$ cat config.mk
export PLATFORM = sky130hd
export DESIGN_NAME = vdp_cpu_vram_port
export DESIGN_NICKNAME = d
export VERILOG_FILES = /design/src/rtl/vdp_cpu_vram_port.sv
export SDC_FILE = /design/constraint.sdc
export NUM_CORES = 1
export LEC_CHECK = 0
export CORE_AREA = 2 2 81 83
export CTS_BUF_LIST = sky130_fd_sc_hd__clkbuf_8
export CTS_CLUSTER_DIAMETER = 80
export CTS_CLUSTER_SIZE = 30
export DETAILED_ROUTE_END_ITERATION = 8
export DIE_AREA = 0 0 83 85
export GPL_ROUTABILITY_DRIVEN = 0
export GPL_TIMING_DRIVEN = 0
export PLACE_DENSITY = 0.78
export SLEW_MARGIN = 40
export SYNTH_ARGS = -nofsm -noshare
export SYNTH_HDL_FRONTEND = slang
export SYNTH_SLANG_ARGS = --single-unit
$ cat constraint.sdc
create_clock -name CLK21M -period 2.4 [get_ports CLK21M]
set_input_delay 0.48 -clock CLK21M [delete_from_list [all_inputs] [get_ports CLK21M]]
set_output_delay 0.48 -clock CLK21M [all_outputs]
set_load 0.02 [all_outputs]
$ cat src/rtl/vdp_cpu_vram_port.sv
// vdp_cpu_vram_port: CPU #98/#99 port decoder issuing toggle handshakes to the VRAM arbiter
// and holding the read-ahead byte returned by the arbiter.
module vdp_cpu_vram_port (
    input  logic        CLK21M,
    input  logic        RESET,
    input  logic [1:0]  DOTSTATE,
    input  logic        cpu_req,
    input  logic        cpu_wrt,
    input  logic        cpu_port,
    input  logic [7:0]  cpu_dbo,
    input  logic [7:0]  status_in,
    input  logic [2:0]  reg_r14,
    input  logic [7:0]  PRAMDBI_8,
    input  logic        VDPVRAMWRACK,
    input  logic        VDPVRAMRDACK,
    input  logic        VDPVRAMADDRSETACK,
    input  logic        VDPVRAMREADINGR,
    output logic [7:0]  cpu_dbi,
    output logic        cpu_wait,
    output logic [7:0]  VDPVRAMACCESSDATA,
    output logic [17:0] VDPVRAMACCESSADDRTMP,
    output logic        VDPVRAMWRREQ,
    output logic        VDPVRAMRDREQ,
    output logic        VDPVRAMADDRSETREQ,
    output logic        VDPVRAMREADINGA,
    output logic        reg_wr_stb,
    output logic [5:0]  reg_wr_num,
    output logic [7:0]  reg_wr_data
);
    logic       second;
    logic [7:0] low_byte;
    logic [7:0] read_ahead;
    logic       accept;
    logic       reading;

    assign reading  = VDPVRAMREADINGR != VDPVRAMREADINGA;
    assign cpu_wait = (VDPVRAMWRREQ != VDPVRAMWRACK) | (VDPVRAMRDREQ != VDPVRAMRDACK) |
                      (VDPVRAMADDRSETREQ != VDPVRAMADDRSETACK) | reading;
    assign accept   = cpu_req & ~cpu_wait;

    always_ff @(posedge CLK21M or posedge RESET) begin
        if (RESET) begin
            second               <= 1'b0;
            low_byte             <= 8'd0;
            read_ahead           <= 8'd0;
            cpu_dbi              <= 8'd0;
            VDPVRAMACCESSDATA    <= 8'd0;
            VDPVRAMACCESSADDRTMP <= 18'd0;
            VDPVRAMWRREQ         <= 1'b0;
            VDPVRAMRDREQ         <= 1'b0;
            VDPVRAMADDRSETREQ    <= 1'b0;
            VDPVRAMREADINGA      <= 1'b0;
            reg_wr_stb           <= 1'b0;
            reg_wr_num           <= 6'd0;
            reg_wr_data          <= 8'd0;
        end else begin
            reg_wr_stb <= 1'b0;
            if (reading && DOTSTATE == 2'b01) begin
                read_ahead      <= PRAMDBI_8;
                VDPVRAMREADINGA <= VDPVRAMREADINGR;
            end
            if (accept) begin
                if (!cpu_port) begin
                    second <= 1'b0;
                    if (cpu_wrt) begin
                        VDPVRAMACCESSDATA <= cpu_dbo;
                        VDPVRAMWRREQ      <= ~VDPVRAMWRREQ;
                    end else begin
                        cpu_dbi      <= read_ahead;
                        VDPVRAMRDREQ <= ~VDPVRAMRDREQ;
                    end
                end else if (!cpu_wrt) begin
                    second  <= 1'b0;
                    cpu_dbi <= status_in;
                end else if (!second) begin
                    low_byte <= cpu_dbo;
                    second   <= 1'b1;
                end else begin
                    second <= 1'b0;
                    if (cpu_dbo[7]) begin
                        reg_wr_stb  <= 1'b1;
                        reg_wr_num  <= cpu_dbo[5:0];
                        reg_wr_data <= low_byte;
                    end else begin
                        // read setup also prefetches the first byte
                        VDPVRAMACCESSADDRTMP <= {1'b0, reg_r14, cpu_dbo[5:0], low_byte};
                        VDPVRAMADDRSETREQ    <= ~VDPVRAMADDRSETREQ;
                        VDPVRAMRDREQ         <= VDPVRAMRDREQ ^ ~cpu_dbo[6];
                    end
                end
            end
        end
    end
endmodule

==> results.py, run 1 <==
metrics = {
    "global_route": {
        "grt_pass1_wl_um": 9600,
        "grt_max_degree": 55,
        "first_global_vias": 1984,
        "grtUsageTotal": 0.175,
        "antenna_found_initial": 0,
        "grt-ovfl-total": 0,
    },
    "setup_path": {
        "startpoint_type": "primary input",
        "r2r_cells": 7,
        "worst-path-max-fanout": 10,
        "reg2reg_from": "VDPVRAMREADINGA",
        "end_kind": "register",
        "arrival_ns": 2.54,
        "critPathKind": "primary input to register",
        "required_ns": 2.63,
        "critPathLaunch": "VDPVRAMADDRSETACK",
    },
    "floorplanning": {
        "dieArea_sq_um": 7060,
        "num_io_pins": 92,
        "rows": 29,
        "initial_utilization": 0.459,
        "die_x_um": 83,
        "core_sq_um": 6200,
        "die_h_um": 85,
    },
    "clock_tree": {
        "clockBufferDepth": 2,
        "cts_root_buf": "clkbuf_8",
        "cts.sinks": 69,
        "hold_buffers": 0,
        "ctsHtreeMaxLevel": 3,
        "cts_made_buffers": 9,
        "path_clk_slew_ns": 0.08,
        "clkLatencyLatePin_ns": 0.34,
        "cts_tree": "built",
    },
    "final_layout": {
        "num_antenna_cells": 0,
        "finalNonFillerCells": 365,
        "drive_gt1_frac": 0.361,
        "final_area_sq_um": 4150,
        "filler_cell_count": 459,
        "fin_nets": 323,
        "syn_to_final_growth_pct": 45.9,
    },
    "logic_synthesis": {
        "synth_largest_area_cell": "dfrtp_1",
        "ys_seq_area_frac": 0.607,
        "synth_compound_area_frac": 0.00440,
        "ys.flop_type": "dfrtp_1",
        "syn_nets": 219,
        "syn_area_per_cell_sq_um": 15.9,
        "synth_top_cell_area_share": 0.607,
        "synth-simple-area-share": 0.0360,
        "syn_area_sq_um": 2850,
        "yosysMostFrequentCell": "dfrtp_1",
        "ys_async_sr_fraction": 1.00,
        "synth_top_family_by_area": "multiplexers",
        "yosys_warnings": 0,
        "ys_ff_latch": 69,
        "synth_common_cells": "69 x dfrtp_1, 63 x mux2_2, 9 x mux2_4",
        "synth_edf_count": 0,
        "synth_cell_types": 27,
        "synth.area.top_cells": "dfrtp_1 61%, mux2_2 25%, mux2_4 4.7%",
        "synth-adder-area-share": 0.00879,
        "synth_mux_area_frac": 0.297,
        "synth-xor-area-share": 0.0215,
        "netlist_instances": 179,
    },
    "timing": {
        "fmax_mhz": 433,
        "fin_worst_skew_ns": 0.0114,
        "fin_hold_ws_ns": 0.428,
        "setup_tns_ns": 0,
        "slew_violations": 0,
        "rsz0062_at_grt": "false",
        "min_period_over_period": 0.963,
        "tightestPinTransition_ns": 0.677,
        "maxSlewHeadroom": 0.547,
        "hold_viol_final": 0,
        "finalCriticalPeriod_ns": 2.31,
        "setup-violations-final": 0,
    },
    "detailed_routing": {
        "wl_met2_um": 2840,
        "wl_per_cell_um": 15.6,
        "routed_via_density": 4.94,
        "met1Wirelength_um": 2400,
        "vias": 1804,
        "drt-total-wl_um": 5690,
        "drc_errors": 0,
        "ant_nets": 0,
        "top_layer": "met4",
        "first_pass_iters": 4,
        "wl_met3_um": 309,
        "drt_iter0_markers": 31,
    },
    "power_and_ir_drop": {
        "p_clk_frac": 0.283,
        "sw_frac_of_total": 0.289,
        "internal_power_mw": 2.44,
        "p_sw_mw": 0.994,
        "p_leak_nw": 1.93,
        "p_per_area_nw_per_um2": 827,
        "p_total_mw": 3.44,
        "ir_drop_mv": 0.534,
        "pwr-share-comb": 0.266,
        "seqPwrFrac": 0.451,
    },
    "place": {
        "place_area_sq_um": 3880,
        "portBuffers": 90,
        "dp_hpwl_um": 4140,
        "placed_cells": 347,
    },
    "status": {
        "status": "complete, no violations",
    },
    "worst_hold_path": {
        "hold_path_class": "primary input to async pin",
    },
    "flow_run": {
        "cap_violations": 0,
    },
}
## area by class of cell
class | instances | area (sq um) | share of cell area
inverter | 4 | 22.5 | 0.00542
tap | 77 | 96.3 | 0.0232
clock inverter | 6 | 71.3 | 0.0172
clock buffer | 10 | 138 | 0.0331
multi-input combinational | 99 | 1080 | 0.259
buffer | 7 | 65.1 | 0.0157
sequential | 69 | 1730 | 0.416
timing repair buffer | 93 | 957 | 0.230
## critical path: stages
cell and delay, ns:
clkdlybuf4s50_1 0.48, xnor2_1 0.12, and4_4 0.27, inv_4 0.06
or4_4 0.53, buf_12 0.15, buf_12 0.14, mux2_4 0.29
## layer usage
layer,GRT usage,vias to the layer above
li1,-,841
met4,0.0864,0
met5,0,-
met3,0.0486,13
met1,0.215,898
met2,0.287,52
## power by group through the flow
stage	clock network, mW	registers [mW]	logic, mW
detailed placement	0	1.58	0.920
global route	1.04	1.59	0.971
CTS	0.997	1.55	0.924
global placement	0	1.55	0.895
finish	0.972	1.55	0.913
floorplan	0	1.72	0.322
## worst paths after layout
check / end / slack [ns]
min reg2reg: VDPVRAMACCESSADDRTMP[10] / 0.51
max in group asynchronous: low_byte[6] / 1.48
max reg2reg: VDPVRAMACCESSADDRTMP[6] / 0.23
min in group CLK21M: VDPVRAMREADINGA / 0.48
max: VDPVRAMACCESSADDRTMP[6] / 0.09
min: read_ahead[4] / 0.43
## cells in the final DEF (no fill, tap or decap), types with 2 or more instances in the layout
master	netlist	layout
clkinv_4	0	2
buf_4	1	2
ha_1	2	2
inv_6	0	2
dfrtp_1	69	69
mux2_4	9	9
clkbuf_8	0	10
inv_1	3	2
clkdlybuf4s50_1	0	88
xnor2_1	6	5
mux2_2	63	63
clkinvlp_4	0	2
nand2_1	4	4
clkbuf_1	3	2
buf_12	1	3
## stage by stage
step | worst slack, ns | util
finish | 0.0886 | 0.669
global route | 0.0176 | 0.669
CTS | 0.000994 | 0.661
detailed placement | -0.731 | 0.626
global placement | -0.999 | 0.619
floorplan | 0.180 | -
## registers in the layout, summed over array words and instances, names as in the netlist
register / cells
low_byte: 8
read_ahead: 8
reg_wr_data: 8
cpu_dbi: 8
reg_wr_stb: 1
VDPVRAMRDREQ: 1
VDPVRAMACCESSADDRTMP: 17
VDPVRAMACCESSDATA: 8
VDPVRAMREADINGA: 1
second: 1
VDPVRAMADDRSETREQ: 1
VDPVRAMWRREQ: 1
reg_wr_num: 6
## cell families after synthesis
family                     Yosys count
other                                1
DFF                                 69
AOI/OAI and AO/OA                    2
muxes                               72
adders and majority gates            2
and+or+nand+nor                     15
xor gates and xnor gates             7
buffers and inverters               11
## timing repair
action,CTS,global route
buffers inserted,0,2
endpoints found under the setup margin,11,27
pin swaps,0,1
gates resized for setup,3,7
No activity file was read; power rests on OpenSTA's default activity.
==> inputs of run 2 (changes only) <==
- SETUP_SLACK_MARGIN: not set -> 0.3
==> run 2 against run 1 <==
Effect of this change: cell count is 1.9% higher; sequential power hardly changed; first-iteration DRC count is 35% higher; combinational power is 3.1% higher; critical endpoint is now VDPVRAMACCESSADDRTMP[4].
==> results.py, run 2 (same netlist as run 1, synthesis figures left out) <==
metrics = {
    "status": {
        "status": "complete, no violations",
    },
    "clock_tree": {
        "path_clk_slew_ns": 0.08,
        "cts_tree": "built",
        "cts_made_buffers": 9,
        "clockBufferDepth": 2,
        "cts_root_buf": "clkbuf_8",
        "cts.sinks": 69,
        "clkLatencyLatePin_ns": 0.34,
        "ctsHtreeMaxLevel": 3,
    },
    "floorplanning": {
        "num_io_pins": 92,
        "initial_utilization": 0.459,
        "rows": 29,
        "die_h_um": 85,
        "die_x_um": 83,
        "dieArea_sq_um": 7060,
        "core_sq_um": 6200,
    },
    "final_layout": {
        "utilization": 0.690,
        "final_common_cell": "clkdlybuf4s50_1",
        "syn_to_final_growth_pct": 50.3,
        "largest-register": "VDPVRAMACCESSADDRTMP",
        "mostFrequentLayoutCells": "85 x clkdlybuf4s50_1, 65 x dfrtp_1, 63 x mux2_2",
        "drive_gt1_frac": 0.407,
        "num_antenna_cells": 0,
        "largest_reg_flops": 17,
        "finalNonFillerCells": 372,
        "fin_nets": 331,
        "filler_cell_count": 435,
    },
    "setup_path": {
        "critPathKind": "primary input to register",
        "worst-path-max-fanout": 5,
        "r2r_cells": 7,
        "cp-endpoint": "VDPVRAMACCESSADDRTMP[4]",
        "required_ns": 2.63,
        "end_kind": "register",
        "r2r_slack_ns": 0.36,
        "max_stage_delay_ns": 0.55,
        "critPathLaunch": "cpu_wrt",
        "cp_slowest_cell": "clkdlybuf4s50_1",
        "cp_cell_sequence": "clkdlybuf4s50_1 > nand2_1 > or4_4 > buf_12 > clkbuf_16 > mux2_4",
        "reg2reg_from": "VDPVRAMREADINGA",
        "r2r_end": "VDPVRAMACCESSADDRTMP[4]",
        "startpoint_type": "primary input",
        "arrival_ns": 2.30,
    },
    "global_route": {
        "grt_max_degree": 24,
        "grt_pass1_wl_um": 9610,
        "first_global_vias": 1934,
        "antenna_found_initial": 0,
        "grtUsageTotal": 0.177,
        "grt-ovfl-total": 0,
    },
    "detailed_routing": {
        "routed_via_density": 4.84,
        "drt-total-wl_um": 5780,
        "ant_nets": 0,
        "vias": 1799,
        "first_pass_iters": 4,
        "drc_errors": 0,
        "wl_per_cell_um": 15.5,
        "drt_iter0_markers": 42,
    },
    "power_and_ir_drop": {
        "sw_frac_of_total": 0.287,
        "ir_drop_mv": 0.523,
        "seqPwrFrac": 0.452,
        "internal_power_mw": 2.46,
        "pwr-share-comb": 0.273,
        "p_leak_nw": 1.99,
        "p_per_area_nw_per_um2": 806,
        "p_clk_frac": 0.276,
        "p_sw_mw": 0.991,
    },
    "timing": {
        "finalCriticalPeriod_ns": 2.07,
        "maxSlewHeadroom": 0.519,
        "rsz0062_at_grt": "false",
        "setup_tns_ns": 0,
        "tightestPinTransition_ns": 0.718,
        "hold_viol_final": 0,
        "slew_violations": 0,
        "min_period_over_period": 0.864,
        "fmax_mhz": 482,
        "fin_worst_skew_ns": 0.00603,
        "setup-violations-final": 0,
    },
    "place": {
        "placed_cells": 349,
        "portBuffers": 90,
        "dp_hpwl_um": 4130,
    },
    "worst_hold_path": {
        "hold_path_class": "primary input to async pin",
    },
    "flow_run": {
        "cap_violations": 0,
    },
}
## run 2: cell types whose count changed in the layout (fill, tap and decap cells not counted), sizes merged, moves of 2 or more
cell	before	now
clkinvlp	2	4
clkdlybuf4s50	88	85
inv	5	3
dlygate4sd2	1	4
buf	7	15
## run 2: worst min-delay path by stage
stage                             start                       end  slack [ns]  cells after the start
6_report                          RESET           VDPVRAMREADINGA        0.42                      2
5_1_grt                           RESET                cpu_dbi[3]        0.43                      2
4_1_cts                           RESET             read_ahead[6]        0.42                      2
3_5_place_dp   VDPVRAMACCESSADDRTMP[16]  VDPVRAMACCESSADDRTMP[16]        0.49                      1
3_3_place_gp   VDPVRAMACCESSADDRTMP[16]  VDPVRAMACCESSADDRTMP[16]        0.49                      1
2_1_floorplan             read_ahead[0]             read_ahead[0]        0.48                      1
## run 2: final cells by class
class / count / area, sq um / area share
sequential: 69 / 1730 / 0.405
multi-input combinational: 99 / 1100 / 0.257
timing repair buffer: 101 / 1060 / 0.247
clock buffer: 10 / 138 / 0.0322
tap: 77 / 96.3 / 0.0225
buffer: 7 / 72.6 / 0.0170
clock inverter: 5 / 61.3 / 0.0143
inverter: 4 / 23.8 / 0.00556
## run 2: power by group through the flow
stage	Clock, mW	Sequential [mW]	Combinational, mW
after global routing	1.03	1.60	1.01
after global placement	0	1.57	0.909
final	0.952	1.56	0.941
after CTS	0.971	1.56	0.950
after detailed placement	0	1.58	0.941
after floorplan	0	1.73	0.340
## run 2: metrics by stage
step                      hold WS, ns  setup WS (ns)  total power, mW  area, sq um
after detailed placement        0.492         -0.384             2.52         3980
after CTS                       0.418          0.283             3.48         4240
after global routing            0.434          0.297             3.64         4280
final                           0.424          0.326             3.45         4280
after global placement          0.486         -0.566             2.48         3890
after floorplan                 0.477          0.335             2.07         2900
## run 2: worst max-delay path: cells and delay by family
family / cells / cell delay (ns)
buffers and inverters: 3 / 0.85
multiplexers: 1 / 0.29
AND/OR/NAND/NOR: 2 / 0.68
## run 2: routing by layer
metal,part of all wire,track usage,vias to the layer above,wire (um)
met2,0.46,0.271,79,2640
met4,0.0078,0.0671,0,45
li1,-,-,848,-
met3,0.092,0.0798,8,533
met1,0.44,0.223,864,2570
met5,0,0,-,0
## run 2: what timing repair did
| action | CTS | global route |
|---|---|---|
| pin swaps | 3 | 2 |
| setup endpoints to repair | 45 | 27 |
| hold buffers | 0 | 0 |
| gates resized for setup | 12 | 3 |
| cloned | 0 | 1 |
| setup buffers | 5 | 2 |
